--- src/rtl/stack_sequencer.sv ---
// stack_sequencer: expands push/pop masks into SS:SP word bus transactions (abort port with STACK_SEQ_ABORT_EN)
module stack_sequencer (
  input  logic        clk,
  input  logic        reset_n,
  input  logic        start,
  input  logic [15:0] push_mask,
  input  logic [15:0] pop_mask,
  input  logic [15:0] sp_in,
  input  logic [15:0] ss_in,
  output logic [3:0]  value_sel,
  input  logic [15:0] value_in,
  output logic        mem_req,
  output logic        mem_we,
  output logic [19:0] mem_addr,
  output logic [15:0] mem_wdata,
  input  logic        mem_ack,
  input  logic [15:0] mem_rdata,
  output logic        wr_en,
  output logic [3:0]  wr_sel,
  output logic [15:0] wr_data,
  output logic [15:0] sp_out,
  output logic        sp_we,
  output logic        busy,
`ifdef STACK_SEQ_ABORT_EN
  output logic        done,
  input  logic        abort
`else
  output logic        done
`endif
);
  typedef enum logic [1:0] {IDLE, POP, PUSH, FINISH} state_t;
  state_t state, state_nx;
  logic [15:0] pop_m, push_m, pop_nx, push_nx, sp_cur, sp_nx, ss, sp_start;
  logic [15:0] pop_left, push_left, bus_sp;
  logic [3:0] pop_idx, push_idx;
  logic kill, req;
`ifdef STACK_SEQ_ABORT_EN
  assign kill = abort && state != IDLE;
`else
  assign kill = 1'b0;
`endif
  // pops take the highest pending item, pushes the lowest
  always_comb begin
    pop_idx = '0;
    push_idx = '0;
    for (int i = 0; i < 16; i++) if (pop_m[i]) pop_idx = 4'(i);
    for (int i = 15; i >= 0; i--) if (push_m[i]) push_idx = 4'(i);
  end
  assign pop_left = pop_m & ~(16'h1 << pop_idx);
  assign push_left = push_m & ~(16'h1 << push_idx);
  assign req = state == POP || state == PUSH;
  assign bus_sp = state == PUSH ? sp_cur - 16'd2 : sp_cur;
  assign mem_req = req;
  assign mem_we = state == PUSH;
  assign mem_addr = req ? {ss, 4'h0} + {4'h0, bus_sp} : '0;
  assign value_sel = state == PUSH ? push_idx : '0;
  assign mem_wdata = state == PUSH ? (push_idx == 4'd4 ? sp_start : value_in) : '0;
  assign done = state == FINISH;
  assign sp_we = done;
  assign sp_out = done ? sp_cur : '0;
  assign busy = state != IDLE;
  // next state, working masks and SP; pops drain before pushes
  always_comb begin
    state_nx = state;
    pop_nx = pop_m;
    push_nx = push_m;
    sp_nx = sp_cur;
    case (state)
      IDLE: if (start) begin
        pop_nx = pop_mask;
        push_nx = push_mask;
        sp_nx = sp_in;
        state_nx = |pop_mask ? POP : |push_mask ? PUSH : FINISH;
      end
      POP: if (mem_ack) begin
        pop_nx = pop_left;
        sp_nx = sp_cur + 16'd2;
        state_nx = |pop_left ? POP : |push_m ? PUSH : FINISH;
      end
      PUSH: if (mem_ack) begin
        push_nx = push_left;
        sp_nx = sp_cur - 16'd2;
        state_nx = |push_left ? PUSH : FINISH;
      end
      default: state_nx = IDLE;
    endcase
    if (kill) begin
      state_nx = IDLE;
      pop_nx = '0;
      push_nx = '0;
      sp_nx = sp_cur;
    end
  end
  // state, working registers and the registered pop writeback
  always_ff @(posedge clk or negedge reset_n) begin
    if (!reset_n) begin
      state <= IDLE;
      pop_m <= '0;
      push_m <= '0;
      sp_cur <= '0;
      ss <= '0;
      sp_start <= '0;
      wr_en <= 1'b0;
      wr_sel <= '0;
      wr_data <= '0;
    end else begin
      state <= state_nx;
      pop_m <= pop_nx;
      push_m <= push_nx;
      sp_cur <= sp_nx;
      wr_en <= state == POP && mem_ack && !kill && pop_idx != 4'd4;
      if (state == IDLE && start) begin
        ss <= ss_in;
        sp_start <= sp_in;
      end
      if (state == POP && mem_ack) begin
        wr_sel <= pop_idx;
        wr_data <= mem_rdata;
      end
    end
  end
endmodule

--- config.mk ---
export PLATFORM = sky130hd
export DESIGN_NAME = stack_sequencer
export DESIGN_NICKNAME = d
export VERILOG_FILES = /design/src/rtl/stack_sequencer.sv
export SDC_FILE = /design/constraint.sdc
export NUM_CORES = 1
export LEC_CHECK = 0
export ABC_CLOCK_PERIOD_IN_PS = 9450
export BUFFER_PORTS_ARGS = -buffer_cell sky130_fd_sc_hd__clkbuf_2
export CAP_MARGIN = 40
export CORE_MARGIN = 2
export CORE_UTILIZATION = 49
export CTS_BUF_LIST = sky130_fd_sc_hd__clkbuf_8 sky130_fd_sc_hd__clkbuf_16
export CTS_CLUSTER_SIZE = 10
export DETAILED_ROUTE_END_ITERATION = 16
export PLACE_DENSITY_LB_ADDON = 0.12
export SLEW_MARGIN = 25
export SYNTH_ARGS = -nofsm -noshare
export SYNTH_HDL_FRONTEND = slang
export SYNTH_SLANG_ARGS = --single-unit
--- constraint.sdc ---
create_clock -name clk -period 9.45 [get_ports clk]
set_clock_uncertainty 0.15 [all_clocks]
set_input_delay 0.4725 -clock clk [delete_from_list [all_inputs] [get_ports clk]]
set_output_delay 0.4725 -clock clk [all_outputs]
set_load 0.02 [all_outputs]
# Word-level counts from Yosys, hierarchy flattened
# Index checks and enable logic that the tools add are counted.
[word_totals] reg_bits=103 in_bits=100 output_inout_bits=82 wordCells=100
[classes] addsub=3 eq_ne=8 shifts=2 muxes=56 bitwise=4 n_reduce_logical=18
[op_table] operator="two-way mux 16 bit" n=11
[op_table] operator="two-way mux 4 bit" n=25
[op_table] operator="OR reduction 16 bit" n=5
[op_table] operator="case mux 16 bit (2 select lines)" n=2
[op_table] operator="case mux 16 bit (3 select lines)" n=1
[op_table] operator="bitwise AND 16 bit" n=2
[op_table] operator="NOT 16 bit" n=2
[op_table] operator="<< shifter 1 x 4 -> 16 bit (first input constant)" n=2
[op_table] operator="adder 20 x 16 -> 20 bit" n=1
[op_table] operator="two-way mux 20 bit" n=1
[op_table] operator="adder 16 x 2 -> 16 bit (second input constant)" n=1
[op_table] operator="subtractor 16 x 2 -> 16 bit (second input constant)" n=1
[op_table] operator="two-way mux 2 bit" n=7
[op_table] operator="two-way mux 3 bit" n=4
[op_table] operator="AND reduction 3 bit" n=3
[op_table] operator="case mux 2 bit (3 select lines)" n=1
[op_table] operator="nonzero test 2 bit" n=3
[op_table] operator="equality test 2 bit (second input constant)" n=2
[op_table] operator="equality test 4 x 3 -> 1 bit (second input constant)" n=1
[op_table] operator="two-way mux 1 bit" n=4
[op_table] operator="!= test 2 bit (second input constant)" n=2
[op_table] operator="!= test 4 x 3 -> 1 bit (second input constant)" n=1
[op_table] operator="AND reduction 4 bit" n=1
[op_table] operator="logical AND 1 bit" n=3
[op_table] operator="other kinds (5)" n=5

# Depth between registers and ports, before layout
[depth] depth_word=23 depth_mapped=17 mapped_depth_nobuf=15

# Least setup slack after synthesis
# Ideal clock, no wire load.
[synth_timing] path_type="register -> output" start="register state[0]" end="output port mem_addr[18]" t_arrival_ps=4132 required_time_ps=8828 setup_slack_ps=4696 path_stages_with_launch=18 n_path_buf=2 path_cell_list="dfrtp_1 inv_1 ha_1 clkbuf_1 clkbuf_1 nand2_1 xnor2_1 ha_1 inv_1 fa_1 nor2b_1 o21ai_0 a21boi_0 o41a_1 a41o_1 o41ai_1 o21ai_0 a21boi_0"
[synth_between] elab_chain_len=4 elab_cells_between_ends=6 cone_classes="1 x add/sub; 2 x eq/ne; 2 x mux; 1 x reduce/logical"
[synth_rtl] element="start: declaration" line_no="32" rtl="state_t state, state_nx;"
[synth_rtl] element="start signal: assignment" line_no="107" rtl="state <= state_nx;"
[synth_rtl] element="equality test 2 bit (*)"
[synth_rtl] element="named net mem_we" line_no="13" rtl="output logic mem_we,"
[synth_rtl] element="two-way mux 16 bit" line_no="52" rtl="assign bus_sp = state == PUSH ? sp_cur - 16'd2 : sp_cur;"
[synth_rtl] element="adder 20 x 16 -> 20 bit" line_no="55" rtl="assign mem_addr = req ? {ss, 4'h0} + {4'h0, bus_sp} : '0;"
[synth_rtl] element="two-way mux 20 bit (*)" line_no="55"
[synth_rtl] element="end: declaration" line_no="14" rtl="output logic [19:0] mem_addr,"
# Mark *: on every way through the listed nets, which the timed path passes. The rest lies on a longest branch.

# Final worst setup path
[layout_timing] start="register sp_cur[1]" end="output port mem_addr[18]"
[layout_between] elab_chain_len=4
[layout_rtl] element="start: declaration" line_no="33" rtl="logic [15:0] pop_m, push_m, pop_nx, push_nx, sp_cur, sp_nx, ss, sp_start;"
[layout_rtl] element="start signal: assignment" line_no="110" rtl="sp_cur <= sp_nx;"
[layout_rtl] element="subtractor 16 x 2 -> 16 bit" line_no="52"
[layout_rtl] element="two-way mux 16 bit (*)" line_no="52"
[layout_rtl] element="adder 20 x 16 -> 20 bit (*)" line_no="55"
[layout_rtl] element="two-way mux 20 bit (*)" line_no="55"
# Every way passes the cells marked *; elsewhere a longest branch is shown, timed or not.

==> metrics.txt <==
crit path max fanout=10; crit end category=output port; final cell area excluding filler cells=8480 sq um; clock power share=11.4%; Gate power share=61.2%; Routed WL per cell=17.1 um; syn avg cell area=8.56 sq um; cts bufs inserted=9; vias in the first global route=6,385; max-cap violations=0; dpl cell area=8140 sq um; worst slew pin tran=about 0.9 ns; diode count=0; GRT Overall Usage=26.4%; Psw=1.74 mW; CP peak stage delay=around 0.52 ns; f_max=190 MHz; Starting Density=49.6%; postcts setup bufs=0; Die H=125 um; Setup Crit Path Kind=flop to output port; Top FF cell, synth=dfrtp_1; CP max-delay cell=or3b_2; Rel. slew slack=between 30% and 40%; detailed placement HPWL=14,600 um; CTS Sinks=103; internal cell power=1.74 mW; io pins=roughly 180; via count=6,669; latest clock arrival within the worst-skew pair=0.36 ns; CORE AREA=roughly 14,000 sq um; Tmin final=5.26 ns; Post-Synthesis Cells=832; Worst-path clk slew=0.08 ns; Synth warnings=0; final setup vio count=0; Initial DRC Count=630; EDFF count, synth=0; synth unique cells=74; first-pass GRT wire length=33,500 um; synth top area cells=dfrtp_1 36%, mux2_2 7.7%, nand2_1 5.3%; drt pass-1 iters=5; mapped cell area=7120 sq um; largest net degree at the start of global routing=83; Pins Over Slew Limit=0; H-Tree Depth=3; ys async rst share=100%; post-route setup TNS=0 ns; CTS Hold Bufs=1; synthesis-stage register bit count=103; Final nets=1,106; WP data required=a little under 9 ns; post-synth top area share=36.2%; unrepaired setup endpoints after global routing=no; vias per cell=5.69; Area Growth Syn to Fin=19.1%; critical path, cell by cell=inv_1 -> ha_1 -> or3b_2 -> nor3_1 -> nand2_1 -> xnor2_1 -> ha_1 -> o21ai_0 -> a21boi_0 -> o41a_1 -> a41o_1 -> o41ai_1 -> o21ai_0 -> a21boi_0 -> clkbuf_2; final worst-path cycle share=55.6%; IO buf count=between 150 and 200; site row count=44; Seq/Total Area, Yosys=about 36%; Post-DRT Antenna Nets=0; die span in x=125 um; Power Dens Cells=about 410 nW/um^2; TritonCTS clock tree=yes; switch share=around half; die area=15,500 sq um; CTS Root Cell=clkbuf_16; WL final=20,000 um; GR Overflow Total=0; syn nets=between 900 and 1,000; final std cells w/o fill=around 1,200; layout cells sized above 1=27.5%; Hold Path Class=primary input to flop; initial antenna violation count=0; Pleak=3.87 nW; status=complete, no violations; drt drc=0; Max rail drop VDD=0.177 mV; # fillers=1,330; final hold viol count=0; Final Wtd Congestion=approximately 0.94; DP Cell Count=1,154; cell taking the most area after synthesis=dfrtp_1; PostCTS Resize Cnt=0; share of power burned in registers=27.4%; Worst Path Arrival=approximately 4.6 ns; startpoint types=flop; worst-case clock buffer depth=2
[power by group through the flow]
stage / registers, mW / logic [mW] / clock network, mW
after floorplan: 0.857 / 1.63 / 0
after global placement: 0.951 / 2.08 / 0
after detailed placement: 0.951 / 2.12 / 0
after CTS: 0.947 / 2.13 / 0.405
after global routing: 0.995 / 2.37 / 0.422
final: 0.955 / 2.13 / 0.398
[sequential cells by signal, summed over array words and instances (netlist names)]
signal and flops:
sp_start 16, state 2, ss 16, wr_en 1, sp_cur 16, pop_m 16, push_m 16, wr_sel 4
wr_data 16
[critical path, delay by kind of cell (launching register included)]
family                   cells  cell delay, ns
AO/OA/AOI/OAI                7            1.77
AND/OR/NAND/NOR              3            0.95
adder cells (fa/ha/maj)      2            0.59
flip-flops                   1            0.48
buffers and inverters        2            0.35
XOR/XNOR                     1            0.14
[final timing paths]
kind,to,startpoint,cells after the start,slack (ns)
worst max-delay path,mem_addr[18],sp_cur[1]$_DFFE_PN0P_,15,4.19
worst min-delay path,pop_m[8]$_DFFE_PN0P_,pop_mask[8],3,0.18
worst max register to register,state[0]$_DFFE_PN0P_,push_m[14]$_DFFE_PN0P_,8,6.23
worst min register to register,wr_sel[2]$_DFFE_PN0P_,wr_sel[2]$_DFFE_PN0P_,2,0.35
max in group asynchronous,ss[5]$_DFFE_PN0P_,reset_n,4,7.91
min in group asynchronous,wr_sel[2]$_DFFE_PN0P_,reset_n,2,0.39
[logic make-up (layout without fill, tap and decap cells)]
family	Yosys count	count (layout)	synth area share [%]
AND/OR/NAND/NOR	331	331	22.5
AO/OA/AOI/OAI	194	194	18.0
flip-flops	103	103	36.2
buffers and inverters	77	234	4.48
multiplexers	65	65	10.0
XOR/XNOR	40	40	4.92
adder cells (fa/ha/maj)	22	22	3.97
[cell usage in the layout (no fill, tap or decap), drive strengths merged, types with 11 or more instances in the layout]
cell,synthesis,routed
mux2i,16,16
xor2,11,11
ha,21,21
mux2,49,49
clkbuf,38,190
dfrtp,103,103
nand3,29,29
nor4,16,16
buf,16,13
a21oi,31,31
a22o,22,22
inv,22,27
nor2b,12,12
nor3,31,31
xnor2,29,29
and2,29,29
nor2,78,78
nand2,100,100
o21ai,74,74
[per-stage QoR]
stage	hold slack, ns	util, %	worst slack [ns]	power (mW)
finish	0.178	59.0	4.19	3.49
global route	0.173	59.0	3.76	3.79
CTS	0.172	58.8	4.22	3.49
detailed placement	0.235	56.6	4.65	3.07
global placement	0.230	56.2	4.72	3.03
floorplan	0.0269	-	4.70	2.49
[metal layers]
metal / up-vias / wire [um] / GRT usage, %
met2: 215 / 8850 / 39.8
met5: - / 0 / 0
met3: 20 / 1400 / 5.93
li1: 3275 / - / -
met1: 3159 / 9440 / 38.5
met4: 0 / 306 / 6.54
[Yosys cell counts, types with 16 or more instances]
library cell and n:
and2_1 28, nand3_1 29, a22o_1 21, mux2_2 49, nand2_1 100, dfrtp_1 103
ha_1 21, nor3_1 31, mux2i_1 16, xnor2_1 29, inv_1 22, o21ai_0 74
a21oi_1 31, clkbuf_1 37, nor2_1 77
[area by class of cell]
type / instances / area (sq um) / area share [%]
clock inverter: 7 / 78.8 / 0.929
multi-input combinational: 652 / 4230 / 49.9
tap: 184 / 230 / 2.71
timing repair buffer: 195 / 1060 / 12.4
clock buffer: 9 / 225 / 2.65
inverter: 23 / 86.3 / 1.02
sequential: 103 / 2580 / 30.4
No activity file was read; power rests on OpenSTA's default activity.
